$ cat src/rtl/fire_sched_pkg.sv
// Shared types and constants for the transition fire scheduler.
// State encoding, LFSR reset value/taps, mode codes.
package fire_sched_pkg;

  typedef enum logic [1:0] {
    ST_HALT,
    ST_PICK,
    ST_FIRE,
    ST_DEAD
  } state_e;

  localparam logic [15:0] LFSR_RST  = 16'hACE1;
  localparam logic [15:0] LFSR_TAPS = 16'hB400;

  localparam logic MODE_RR   = 1'b0;
  localparam logic MODE_RAND = 1'b1;

  function automatic logic [15:0] lfsr_next(
    input logic [15:0] v
  );
    return {v[14:0], ^(v & LFSR_TAPS)};
  endfunction

endpackage

$ cat src/rtl/fire_rr_pick.sv
// Rotating-priority picker: first set bit of excited at or
// after start, wrapping from N-1 back to 0.
module fire_rr_pick #(
  parameter int N      = 4,
  parameter int FIRE_W = $clog2(N + 1)
) (
  input  logic [N-1:0]      excited_i,
  input  logic [FIRE_W-1:0] start_i,
  output logic [FIRE_W-1:0] pick_o,
  output logic              any_o
);

  localparam int IDXW = (N > 1) ? $clog2(N) : 1;

  logic found;

  // scan N positions from start, keep the first hit
  always_comb begin
    pick_o = '0;
    found  = 1'b0;
    any_o  = |excited_i;
    for (int k = 0; k < N; k++) begin
      int j;
      j = int'(start_i) + k;
      if (j >= N) j = j - N;
      if (!found && excited_i[IDXW'(j)]) begin
        pick_o = FIRE_W'(j);
        found  = 1'b1;
      end
    end
  end

endmodule

$ cat src/rtl/fire_scheduler.sv
// Picks and issues one excited transition per PICK/FIRE pair.
// Optional FIRE_SCHED_FAIRNESS_EN adds per-transition age override.
module fire_scheduler
  import fire_sched_pkg::*;
#(
  parameter int N         = 4,
  parameter int FIRE_W    = $clog2(N + 1),
  parameter int CNT_W     = 32,
  parameter int DL_CYCLES = 3,
  parameter int MAX_WAIT  = 15
) (
  input  logic              clk,
  input  logic              reset,
  input  logic              run,
  input  logic              step,
  input  logic              mode,
  input  logic              seed_load,
  input  logic [15:0]       seed,
  input  logic [N-1:0]      excited,
  output logic [FIRE_W-1:0] fire,
  output logic              fire_valid,
  output logic              deadlock,
  output logic [CNT_W-1:0]  fire_count
);

  localparam int IW = $clog2(DL_CYCLES + 1);
  localparam logic [FIRE_W-1:0] IDLE = FIRE_W'(N);
  localparam logic [IW-1:0] DL_LIM = IW'(DL_CYCLES);

  state_e            state_q, state_d;
  logic [FIRE_W-1:0] fire_q, fire_d;
  logic [CNT_W-1:0]  cnt_q, cnt_d;
  logic [15:0]       lfsr_q, lfsr_d;
  logic [FIRE_W-1:0] rr_q, rr_d;
  logic              pend_q, pend_d;
  logic [IW-1:0]     idle_q, idle_d;

  logic [FIRE_W-1:0] rnd_v, rnd_s, start;
  logic [FIRE_W-1:0] arb_c, choice;
  logic              any;
  logic              fire_now;
  logic [IW-1:0]     idle_inc;

  assign rnd_v = lfsr_q[FIRE_W-1:0];
  assign rnd_s = (rnd_v >= IDLE) ? rnd_v - IDLE : rnd_v;
  assign start = (mode == MODE_RAND) ? rnd_s : rr_q;

  fire_rr_pick #(
    .N      (N),
    .FIRE_W (FIRE_W)
  ) u_pick (
    .excited_i (excited),
    .start_i   (start),
    .pick_o    (arb_c),
    .any_o     (any)
  );

  assign fire_now = (state_q == ST_PICK) && any;
  assign idle_inc = idle_q + 1'b1;

`ifdef FIRE_SCHED_FAIRNESS_EN
  localparam int AW   = $clog2(MAX_WAIT + 1);
  localparam int IDXW = (N > 1) ? $clog2(N) : 1;
  localparam logic [AW-1:0] AMAX = AW'(MAX_WAIT);

  logic [N-1:0][AW-1:0] age_q, age_d;
  logic                 ovr;
  logic [FIRE_W-1:0]    ovr_c;

  // a starved transition beats the arbiter, lowest index first
  always_comb begin
    ovr   = 1'b0;
    ovr_c = '0;
    for (int i = N - 1; i >= 0; i--) begin
      if (excited[IDXW'(i)] && age_q[IDXW'(i)] == AMAX) begin
        ovr   = 1'b1;
        ovr_c = FIRE_W'(i);
      end
    end
  end

  assign choice = ovr ? ovr_c : arb_c;

  // age grows when passed over in a firing pick, saturating
  always_comb begin
    age_d = age_q;
    for (int i = 0; i < N; i++) begin
      if (!excited[IDXW'(i)]) begin
        age_d[IDXW'(i)] = '0;
      end else if (fire_now) begin
        if (choice == FIRE_W'(i))
          age_d[IDXW'(i)] = '0;
        else if (age_q[IDXW'(i)] != AMAX)
          age_d[IDXW'(i)] = age_q[IDXW'(i)] + 1'b1;
      end
    end
  end

  // age register bank
  always_ff @(posedge clk or negedge reset) begin
    if (!reset) age_q <= '0;
    else        age_q <= age_d;
  end
`else
  logic unused_mw;
  assign unused_mw = (MAX_WAIT != 0);
  assign choice    = arb_c;
`endif

  // sequencing: halt/pick/fire/dead and all datapath updates
  always_comb begin
    state_d = state_q;
    fire_d  = fire_q;
    cnt_d   = cnt_q;
    lfsr_d  = lfsr_q;
    rr_d    = rr_q;
    pend_d  = pend_q;
    idle_d  = idle_q;
    unique case (state_q)
      ST_HALT: begin
        if (run || pend_q) state_d = ST_PICK;
      end
      ST_PICK: begin
        if (any) begin
          fire_d  = choice;
          idle_d  = '0;
          pend_d  = 1'b0;
          lfsr_d  = lfsr_next(lfsr_q);
          rr_d    = (choice == FIRE_W'(N - 1)) ? '0
                                               : choice + 1'b1;
          state_d = ST_FIRE;
        end else begin
          idle_d = idle_inc;
          if (idle_inc == DL_LIM)   state_d = ST_DEAD;
          else if (!run && !pend_q) state_d = ST_HALT;
        end
      end
      ST_FIRE: begin
        cnt_d   = cnt_q + 1'b1;
        fire_d  = IDLE;
        state_d = run ? ST_PICK : ST_HALT;
      end
      ST_DEAD: begin
        if (!run) begin
          state_d = ST_HALT;
          idle_d  = '0;
        end else if (any) begin
          state_d = ST_PICK;
          idle_d  = '0;
        end
      end
      default: state_d = ST_HALT;
    endcase
    if (seed_load) lfsr_d = (seed == '0) ? LFSR_RST : seed;
    if (step && !run) pend_d = 1'b1;
  end

  // state and datapath registers
  always_ff @(posedge clk or negedge reset) begin
    if (!reset) begin
      state_q <= ST_HALT;
      fire_q  <= IDLE;
      cnt_q   <= '0;
      lfsr_q  <= LFSR_RST;
      rr_q    <= '0;
      pend_q  <= 1'b0;
      idle_q  <= '0;
    end else begin
      state_q <= state_d;
      fire_q  <= fire_d;
      cnt_q   <= cnt_d;
      lfsr_q  <= lfsr_d;
      rr_q    <= rr_d;
      pend_q  <= pend_d;
      idle_q  <= idle_d;
    end
  end

  assign fire       = fire_q;
  assign fire_valid = (fire_q != IDLE);
  assign deadlock   = (state_q == ST_DEAD);
  assign fire_count = cnt_q;

endmodule

$ cat config.mk
export PLATFORM = sky130hd
export DESIGN_NAME = fire_scheduler
export DESIGN_NICKNAME = d
export VERILOG_FILES = /design/src/rtl/fire_sched_pkg.sv /design/src/rtl/fire_rr_pick.sv /design/src/rtl/fire_scheduler.sv
export SDC_FILE = /design/constraint.sdc
export NUM_CORES = 1
export LEC_CHECK = 0
export ABC_AREA = 1
export CAP_MARGIN = 25
export CORE_MARGIN = 5
export CORE_UTILIZATION = 25
export DETAILED_ROUTE_END_ITERATION = 16
export PLACE_DENSITY = 0.47
export SLEW_MARGIN = 20
export SYNTH_ARGS = -nofsm -noshare
export SYNTH_HDL_FRONTEND = slang
export SYNTH_SLANG_ARGS = --single-unit
$ cat constraint.sdc
create_clock -name clk -period 2.1 [get_ports clk]
set_input_delay 0.315 -clock clk [delete_from_list [all_inputs] [get_ports clk]]
set_output_delay 0.315 -clock clk [all_outputs]
set_load 0.05 [all_outputs]
==> results of run 1 <==
==> registers in the layout, summed over array words and instances, names as in the netlist <==
| name | cells |
|---|---|
| fire_count | 32 |
| state_q | 2 |
| rr_q | 3 |
| idle_q | 2 |
| pend_q | 1 |
| lfsr_q | 16 |
| fire | 3 |
==> cell type report <==
class | instances | area share (%)
clock buffer | 11 | 4.66
sequential | 59 | 29.8
timing repair buffer | 95 | 17.5
multi-input combinational | 311 | 37.8
inverter | 60 | 4.56
clock inverter | 5 | 1.10
tap | 180 | 4.51
==> cells by family after synthesis <==
| family | share of synthesized area [%] |
|---|---|
| flops | 43.0 |
| xor+xnor | 8.86 |
| fa+ha+maj | 3.26 |
| buf+inv | 6.84 |
| simple gates | 31.5 |
| compound gates | 6.55 |
==> power by group <==
part	switching (mW)	internal, mW	total [mW]
clock network	0.521	0.914	1.44
logic	1.63	1.20	2.82
registers	0.215	1.44	1.66
==> repair_timing <==
action                     in CTS  in global routing
buffers inserted                1                  2
resized for setup              14                 30
pin swaps                       6                 14
setup endpoints to repair       6                  6
==> critical path: stages, from the launching register on <==
cell and delay [ns]:
dfstp_2 0.54, inv_2 0.04, nand2_2 0.06, nand2_2 0.08, ha_4 0.31, inv_4 0.05, nand3_4 0.05, nand2_4 0.07
buf_4 0.14, o21ai_2 0.14, nand3_2 0.08, nand2_2 0.09, ha_4 0.15, nand3_2 0.07, nand2_1 0.06, nand2_1 0.04
==> metal layers <==
| layer | wire (um) | global-route usage (%) | part of all wire [%] | up-vias |
|---|---|---|---|---|
| li1 | - | - | - | 1620 |
| met4 | 94 | 2.81 | 1.0 | 0 |
| met1 | 4160 | 15.1 | 46 | 1470 |
| met5 | 0 | 0 | 0 | - |
| met2 | 4310 | 18.4 | 48 | 62 |
| met3 | 455 | 3.51 | 5.0 | 8 |
==> worst min-delay path by stage <==
stage | from | to
floorplan | reset | fire[0]$_DFFE_PN0P_
global placement | reset | fire_count[8]$_DFFE_PN0P_
detailed placement | reset | fire_count[6]$_DFFE_PN0P_
CTS | reset | fire_count[6]$_DFFE_PN0P_
global route | reset | fire_count[6]$_DFFE_PN0P_
finish | reset | fire_count[6]$_DFFE_PN0P_
==> synthesized netlist by cell type, drive strengths merged <==
cell type	number
clkbuf	3
nor4	4
ha	9
nand3	43
a211oi	2
a22o	1
nand4	10
clkinv	2
dfstp	9
xor2	20
o211ai	2
nor2	45
xnor2	15
o221a	1
inv	58
a31oi	1
o22ai	2
o311ai	2
and3b	1
nand2	109
o21bai	1
nand3b	2
a21oi	6
o221ai	1
nor3	16
o21ai	17
a221oi	1
dfrtp	50
==> per-stage QoR <==
stage               TNS [ns]  total power, mW  area [um^2]  worst slack (ns)
floorplan            -0.0112             3.12         3480           -0.0112
global placement       -2.23             4.04         4550            -0.472
detailed placement     -2.54             4.06         4550            -0.523
CTS                        0             5.67         4880           0.00437
global route          -0.305             6.33         4990           -0.0936
finish                     0             5.92         4990            0.0175
==> results.toml, run 1 <==
[clocking]
clock_sinks = 59
cts_tree = "done"
cts_buffers = 9
cts_hold_buf = 0
clockBufferDepth = 2
clockRootBuffer = "clkbuf_16"
clk_latency_ns = 0.32
clkTransAtPathRegs_ns = 0.06
cts_max_level = 3

[sta]
post-route-min-period_ns = 2.08
setup_viol = 0
hold_viol = 7
clock_skew_ns = 0.00905
final_max_slew_viol_count = 0
fin_crit_sh_pct = 99.2
tightestPinTransition_ns = 0.516
hold_ws_ns = -0.00407
fmax_ghz = 0.480
rsz0062_at_grt = "true"
relSlewSlack_pct = 65.5

[yosys]
syn_inst = 433
syn_area_um2 = 3460
yosysUniqueCellTypes = 38
ys_ff_latch = 59
yosysSeqAreaShare_pct = 43.0
synth_area_leaders = "dfrtp_1, nand2_1, dfstp_2"
synth_top_area_share_pct = 36.2
syn_nets = 468
ys_warn_count = 0
synth_top_cell_by_area = "dfrtp_1"
syn_area_per_cell_um2 = 7.99

[detailed_routing]
drt_wl_total_mm = 9.02
viasPerCell = 4.38
drt_drc_violations_left = 0
routedWlPerCell_um = 12.5
drtIter0Drc = 162
first_pass_iters = 4
ant_nets = 0
num_vias = 3160

[global_routing]
grt_pass1_vias = 3105
grt_max_degree = 60
grt-ovfl-total = 0
grt_use_total_pct = 11.5
antenna_found_initial = 0
grt_pass1_wl_mm = 15.2

[floorplan]
start_util_pct = 25.2
pin_count = 63
die_area_um2 = 16300
die_h_um = 128
core-area_um2 = 13700
rows = 43
die_width_um = 128

[finish]
antennaDiodeCount = 0
layout_commonest_cell = "nand2_1"
nets = 571
layout_common_cells = "nand2_1, clkdlybuf4s50_1, inv_1"
synthToLayoutAreaGrowth_pct = 44.4
fin_cells = 721
layout-drive-gt1-share_pct = 22.4
seqCellArea_um2 = 1490
fillers = 1394
multi_input_area_um2 = 1890
post-route-util_pct = 36.4

[min_path]
hold_path_class = "primary input to asynchronous set/reset pin"

[setup_path]
startpoint = "lfsr_q[0]$_DFFE_PN1P_"
critical_path_class = "flip-flop to flip-flop"
crit_arrival_ns = 2.29
crit_path_start_kind = "flip-flop"
timing.rr.end = "rr_q[0]$_DFFE_PN0P_"
cp_max_fo = 4
cp-endpoint = "rr_q[0]$_DFFE_PN0P_"
rr_worst_depth = 15
critPathRequiredTime_ns = 2.31
rr_startpoint = "lfsr_q[0]$_DFFE_PN1P_"
rrSetupSlack_ns = 0.02
end_kind = "flip-flop"

[place]
dp_hpwl_mm = 6.86
placed_cells = 702
gp_congestion = 0.844
port_buffers = 62

[run_status]
violations = "hold timing"
status = "complete, but fails checks"

[power_and_ir_drop]
ir_drop_mv = 0.462
power.density_nw_per_um2 = 1180
total_leakage_power_nw = 2.23

[run]
drv_cap = 0
(Power assumes the default switching activity.)
==> inputs of run 2 (changes only) <==
--- a/config.mk
+++ b/config.mk
@@ -6,6 +6,7 @@
 export NUM_CORES = 1
 export LEC_CHECK = 0
 export ABC_AREA = 1
+export ABC_CLOCK_PERIOD_IN_PS = 2100
 export CAP_MARGIN = 25
 export CORE_MARGIN = 5
 export CORE_UTILIZATION = 25
==> results of run 2 <==
Final layout, timing and power as in run 1 (identical DEF).
